[config.mk]
export PLATFORM = sky130hd
export DESIGN_NAME = arinc_tx_scheduler
export DESIGN_NICKNAME = d
export VERILOG_FILES = /design/src/rtl/arinc_tx_scheduler.sv
export SDC_FILE = /design/constraint.sdc
export NUM_CORES = 1
export LEC_CHECK = 0
export CORE_MARGIN = 2
export CORE_UTILIZATION = 51
export DETAILED_ROUTE_END_ITERATION = 16
export GPL_ROUTABILITY_DRIVEN = 0
export PLACE_DENSITY = 0.91
export SYNTH_ARGS = -nofsm -noshare
export SYNTH_HDL_FRONTEND = slang
export SYNTH_SLANG_ARGS = --single-unit
export TNS_END_PERCENT = 1
[constraint.sdc]
create_clock -name clk -period 2.7 [get_ports clk]
set_input_delay 0.54 -clock clk [delete_from_list [all_inputs] [get_ports clk]]
set_output_delay 0.54 -clock clk [all_outputs]
set_load 0.02 [all_outputs]
[src/rtl/arinc_tx_scheduler.sv]
// ARINC429 TX scheduler: pops the TX FiFo one word at a time, optionally inserts odd parity,
// hands the word to the serializer via valid/ready and then enforces the inter-word gap.
module arinc_tx_scheduler #(
  parameter int unsigned DIV_HI   = 240,
  parameter int unsigned DIV_LO   = 1920,
  parameter int unsigned GAP_BITS = 4,
  parameter int unsigned CNT_W    = 16
) (
  input  logic             clk,
  input  logic             rst,
  input  logic             en,
  input  logic             speed_hi,
  input  logic             parity_en,
  input  logic [31:0]      fifo_dout,
  input  logic             fifo_empty,
  output logic             fifo_rd_en,
  output logic [31:0]      tx_word,
  output logic             tx_valid,
  input  logic             tx_ready,
  input  logic             tx_done,
  output logic             tx_speed_hi,
  output logic             busy,
  output logic [CNT_W-1:0] words_sent
);

  localparam int unsigned GAP_MAX = GAP_BITS * DIV_LO;
  localparam int unsigned GAP_W   = $clog2(GAP_MAX + 1);
  localparam logic [GAP_W-1:0] GAP_LD_HI = GAP_W'(GAP_BITS * DIV_HI - 1);
  localparam logic [GAP_W-1:0] GAP_LD_LO = GAP_W'(GAP_BITS * DIV_LO - 1);

  typedef enum logic [2:0] {
    S_IDLE,
    S_POP,
    S_LATCH,
    S_OFFER,
    S_SEND,
    S_GAP
  } state_t;

  state_t             state_q, state_d;
  logic               rd_q, rd_d;
  logic [31:0]        word_q, word_d;
  logic               valid_q, valid_d;
  logic               spd_q, spd_d;
  logic               par_q, par_d;
  logic               busy_q, busy_d;
  logic [CNT_W-1:0]   sent_q, sent_d;
  logic [GAP_W-1:0]   gap_q, gap_d;

  always_comb begin
    state_d = state_q;
    rd_d    = 1'b0;
    word_d  = word_q;
    valid_d = valid_q;
    spd_d   = spd_q;
    par_d   = par_q;
    sent_d  = sent_q;
    gap_d   = gap_q;
    unique case (state_q)
      S_IDLE: begin
        if (en && !fifo_empty) begin
          state_d = S_POP;
          rd_d    = 1'b1;
          spd_d   = speed_hi;
          par_d   = parity_en;
        end
      end
      S_POP: state_d = S_LATCH;
      S_LATCH: begin
        word_d  = par_q ? {~^fifo_dout[30:0], fifo_dout[30:0]} : fifo_dout;
        valid_d = 1'b1;
        state_d = S_OFFER;
      end
      S_OFFER: begin
        if (tx_ready) begin
          valid_d = 1'b0;
          state_d = S_SEND;
        end
      end
      // tx_done is only looked at here, so a done coinciding with the handshake is dropped
      S_SEND: begin
        if (tx_done) begin
          state_d = S_GAP;
          sent_d  = sent_q + 1'b1;
          gap_d   = spd_q ? GAP_LD_HI : GAP_LD_LO;
        end
      end
      S_GAP: begin
        if (gap_q == '0) state_d = S_IDLE;
        else             gap_d   = gap_q - 1'b1;
      end
      default: state_d = S_IDLE;
    endcase
    busy_d = (state_d != S_IDLE);
  end

  always_ff @(posedge clk or negedge rst) begin
    if (!rst) begin
      state_q <= S_IDLE;
      rd_q    <= 1'b0;
      word_q  <= '0;
      valid_q <= 1'b0;
      spd_q   <= 1'b0;
      par_q   <= 1'b0;
      busy_q  <= 1'b0;
      sent_q  <= '0;
      gap_q   <= '0;
    end else begin
      state_q <= state_d;
      rd_q    <= rd_d;
      word_q  <= word_d;
      valid_q <= valid_d;
      spd_q   <= spd_d;
      par_q   <= par_d;
      busy_q  <= busy_d;
      sent_q  <= sent_d;
      gap_q   <= gap_d;
    end
  end

  assign fifo_rd_en  = rd_q;
  assign tx_word     = word_q;
  assign tx_valid    = valid_q;
  assign tx_speed_hi = spd_q;
  assign busy        = busy_q;
  assign words_sent  = sent_q;

endmodule
# Word-level counts from Yosys, hierarchy flattened
# Cells that the tools add are included.
# Widths: inputs -> output; s select.
# word_totals
ff_bits,69
out_inout_bits,52
# classes
n_reduce_logical,12
mux,14
n_addsub,2
eq_ne,8
# ops
operator,n
$mux 13,3
$mux 32,1
$reduce_xnor 31->1,1
$pmux 13 s2,1
$pmux 3 s6,1
$add 16x1->16 const B,1
$logic_not 13->1,1
$sub 13x1->13 const B,1
$mux 3,4
$eq 3x2->1 const B,2
$eq 3x3->1 const B,2
$ne 2x2->1 const B,3
$reduce_and 2->1,3
$reduce_bool 2->1,2
$eq 3x1->1 const B,1
$logic_not 3->1,1
$mux 1,3
$reduce_and 3->1,1
$reduce_bool 3->1,1
$pmux 1 s2,1
$logic_and 1x1->1,1
$logic_not 1->1,1

# Longest topological paths before layout
# depth
depth_word,5
depth_mapped,7
depth_no_buf,7

# Worst setup path after synthesis
# No wires, ideal clock.
# synth_path
path_type,input to register
startpoint,input port fifo_dout[17]
endpoint,"register word_q[31], in the netlist tx_word[31]"
path_slack_ns,0.848
required_time_ns,2.624
cell_stages,5
arrival_time_ns,1.776
n_path_buf,0
cell_sequence,xnor3_1 xnor3_1 xnor3_1 xnor3_1 o21ai_1
# synth_between
elab_chain_cells,2
# synth_rtl
item,line_no,text
"start, declared",14,"input logic [31:0] fifo_dout,"
$reduce_xnor 31->1,70,"word_d = par_q ? {~^fifo_dout[30:0], fifo_dout[30:0]} : fifo_dout;"
$mux 32,70,
"end signal, assigned",111,word_q <= word_d;
"end, declared",42,"logic [31:0] word_q, word_d;"
# Every way passes these cells.
# A chain may end at the register's enable or synchronous reset.

# Final worst setup path
# Ends and elaborated chain as after synthesis.

==> run_results.csv <==
group,metric,value,unit
outcome,outcome,"finished clean",
global_routing,groute.usage.overall,22.72,%
global_routing,grt_pass1_vias,2521,
logic_synthesis,synth_top_area_cell,"dfrtp_1",
timing,rsz0062_at_grt,"false",
route,ant_nets,0,
worst_setup_path,cp.required,2.97,ns
global_routing,grt_pass1_wl,12.41,mm
clock_tree,cts_tree,"built",
floorplanning,core,6277,um2
logic_synthesis,yosysSeqAreaShare,53.04,%
cells_and_area,fin_cells,446,
cells_and_area,nNetsFinal,406,
logic_synthesis,synthesis.nets,308,
route,drc,0,
logic_synthesis,synthTopCellsByArea,"dfrtp_1 53%, mux2_2 11%, xnor2_1 8.9%, xor2_1 3.2%, nand2_1 2.9%",
floorplanning,die_area,7038,um2
worst_setup_path,crit_path_start,"fifo_dout[17]",
route,vias_per_cell,5.428,
clock_tree,cts_resized,0,
worst_setup_path,reg2reg_to,"gap_q[10]$_DFFE_PN0P_",
placement,place_ws,0.2652,ns
timing,worst_pin_slew,0.5909,ns
worst_setup_path,crit_end,"tx_word[31]$_DFFE_PN0P_",
logic_synthesis,synth_top_area_share,53.04,%
global_routing,grt_max_degree,34,
timing,fin_crit_sh,76.23,%
route,drt-initial-drc-count,84,
worst_setup_path,worstPathMaxFanout,2,
job,maxCapViolCount,0,
worst_setup_path,path_class,"in -> reg",
worst_setup_path,cp-end-kind,"flop",
timing,skew,0.01170,ns
cells_and_area,synthToLayoutAreaGrowth,37.24,%
power,peakVddDrop,0.0008314,V
worst_setup_path,r2r.worst_path.cells,7,
floorplanning,die_y,83.90,um
timing,max_freq,0.4858,GHz
power,p_per_area,1056,nW/um2
logic_synthesis,synth-edff-count,0,
power,power.leakage,1.851,nW
floorplanning,die_x,83.90,um
clock_tree,ctsLongestPathBuffers,2,
logic_synthesis,ys_seq_elements,69,
floorplanning,start_util,51.86,%
worst_setup_path,cp_cell_sequence,"clkdlybuf4s50_1 -> xnor3_1 -> xnor3_1 -> xnor3_1 -> xnor3_1 -> o21ai_1",
global_routing,grt_overflow,0,
cells_and_area,diodes,0,
route,wl,7.354,mm
timing,maxSlewViolCount,0,
route,wl_per_cell,16.49,um
clock_tree,path_clk_slew,0.08,ns
worst_setup_path,r2r-start,"gap_q[0]$_DFFE_PN0P_",
worst_setup_path,r2r_setup_slack,0.68,ns
clock_tree,post_cts_buffers,0,
clock_tree,worstSkewPairLatency,0.35,ns
route,vias,2421,
logic_synthesis,synth_common_cells,"69 x dfrtp_1, 33 x mux2_2, 33 x xnor2_1",
cells_and_area,drive_above_1_share,16.80,%
clock_tree,cts_buffers,9,
logic_synthesis,syn_inst,266,
timing,slew-limit-headroom,60.46,%
clock_tree,cts-root-buf,"clkbuf_8",
route,drt-pass1-iter-count,4,
worst_setup_path,worst_setup_path_start_kind,"input pin",
floorplanning,fp-row-count,29,
clock_tree,htreeDepth,3,
timing,hold_viol,0,
logic_synthesis,synth_warnings,0,
worst_setup_path,max_stage_delay,0.48,ns
worst_hold_path,hp-class,"in -> async",
worst_setup_path,critPathArrivalTime,2.33,ns
worst_setup_path,crit_path_top_delay_cell,"clkdlybuf4s50_1",
placement,hpwl,5.460,mm
cells_and_area,utilization,71.18,%
worst_setup_path,crit_top_cell,"xnor3_1",
timing,setup_viol,0,
placement,io_buffers,91,
logic_synthesis,yosysMostFrequentCell,"dfrtp_1",
placement,dpl.cell_count,430,
logic_synthesis,syn_area,3256,um2
logic_synthesis,synthDistinctLibCells,45,
timing,fin_setup_tns,0,ns
logic_synthesis,synthArstFlopShare,100.0,%
floorplanning,io_pins,92,
global_routing,antenna_found_initial,0,
timing,fin_crit,2.058,ns
cells_and_area,fillers,428,
logic_synthesis,syn_avg_cell_area,12.24,um2
clock_tree,cts_sinks,69,
clock_tree,cts_hold_buf,0,
timing,worst_slack,0.6417,ns
logic_synthesis,ys.flop_type,"dfrtp_1",
[final cells by class]
| cell class | instances | area [um2] | share of cell area [%] |
|---|---|---|---|
| sequential | 69 | 1727 | 38.64 |
| multi-input combinational | 184 | 1475 | 33.02 |
| timing repair buffer | 95 | 935.9 | 20.95 |
| clock buffer | 10 | 127.6 | 2.856 |
| tap | 77 | 96.34 | 2.156 |
| clock inverter | 6 | 87.58 | 1.960 |
| inverter | 5 | 18.77 | 0.4200 |
[critical path, delay by kind of cell]
kind                   cells  cell delay (ns)
XOR/XNOR                   4             1.18
buffers and inverters      1             0.48
AO/OA/AOI/OAI              1             0.13
[cells in the final DEF, fill, tap and decap left out, types with 3 or more instances in the layout]
| cell type | synthesis | final |
|---|---|---|
| clkdlybuf4s50_1 | 0 | 90 |
| dfrtp_1 | 69 | 69 |
| xnor2_1 | 33 | 33 |
| mux2_2 | 33 | 33 |
| nand2_1 | 25 | 25 |
| nor2_1 | 15 | 14 |
| xor2_1 | 12 | 12 |
| clkbuf_8 | 0 | 9 |
| nand3_1 | 8 | 8 |
| inv_1 | 5 | 5 |
| nand4_1 | 5 | 5 |
| nor3_1 | 4 | 4 |
| o21ai_0 | 4 | 4 |
| xnor3_1 | 4 | 4 |
| buf_4 | 1 | 4 |
| and3_1 | 3 | 3 |
| a31oi_1 | 3 | 3 |
[stage by stage]
| step | hold WS [ns] | total power [mW] | instance area [um2] |
|---|---|---|---|
| 2_1_floorplan | 0.2444 | 2.931 | 3256 |
| 3_3_place_gp | 0.4550 | 3.735 | 4253 |
| 3_5_place_dp | 0.4574 | 3.815 | 4253 |
| 4_1_cts | 0.1668 | 4.736 | 4468 |
| 5_1_grt | 0.1792 | 4.965 | 4468 |
| 6_report | 0.1541 | 4.716 | 4468 |
[routing by layer]
layer	part of all wire [%]	track usage, %	routed length, um	vias to the layer above
li1	-	-	-	1121
met1	39	27.97	2879	1191
met2	53	38.11	3894	87
met3	4.8	4.352	354	22
met4	3.1	11.58	226	0
met5	0	0	0	-
[where the power goes]
part,internal (mW),leakage (nW),total (mW),switching [mW]
Sequential,1.42,0.822,1.70,0.278
Clock,0.520,0.110,0.917,0.397
Combinational,1.13,0.919,2.10,0.972
Total,3.07,1.85,4.72,1.65
[worst min-delay path by stage]
stage / start / endpoint / slack [ns] / depth (start not counted)
5_1_grt: rst / tx_word[9]$_DFFE_PN0P_ / 0.18 / 1
3_5_place_dp: words_sent[15]$_DFFE_PN0P_ / words_sent[15]$_DFFE_PN0P_ / 0.46 / 1
4_1_cts: rst / tx_word[6]$_DFFE_PN0P_ / 0.17 / 1
6_report: rst / tx_word[9]$_DFFE_PN0P_ / 0.15 / 1
2_1_floorplan: rst / busy$_DFF_PN0_ / 0.24 / 0
3_3_place_gp: words_sent[15]$_DFFE_PN0P_ / words_sent[15]$_DFFE_PN0P_ / 0.46 / 1
[cells by family (layout without fill, tap and decap cells)]
group | after synthesis | count (layout) | share of synthesized area [%]
fa+ha+maj | 2 | 2 | 0.7685
buf+inv | 13 | 116 | 1.729
mux | 35 | 35 | 12.03
flops | 69 | 69 | 53.04
compound gates | 18 | 18 | 3.767
xor+xnor | 50 | 50 | 15.37
simple gates | 79 | 79 | 13.30
[state kept, by name, summed over array words and instances (netlist names)]
name and flops:
busy 1, fifo_rd_en 1, gap_q 13, par_q 1, state_q 3, tx_speed_hi 1, tx_valid 1, tx_word 32
words_sent 16
(Power assumes the default switching activity.)
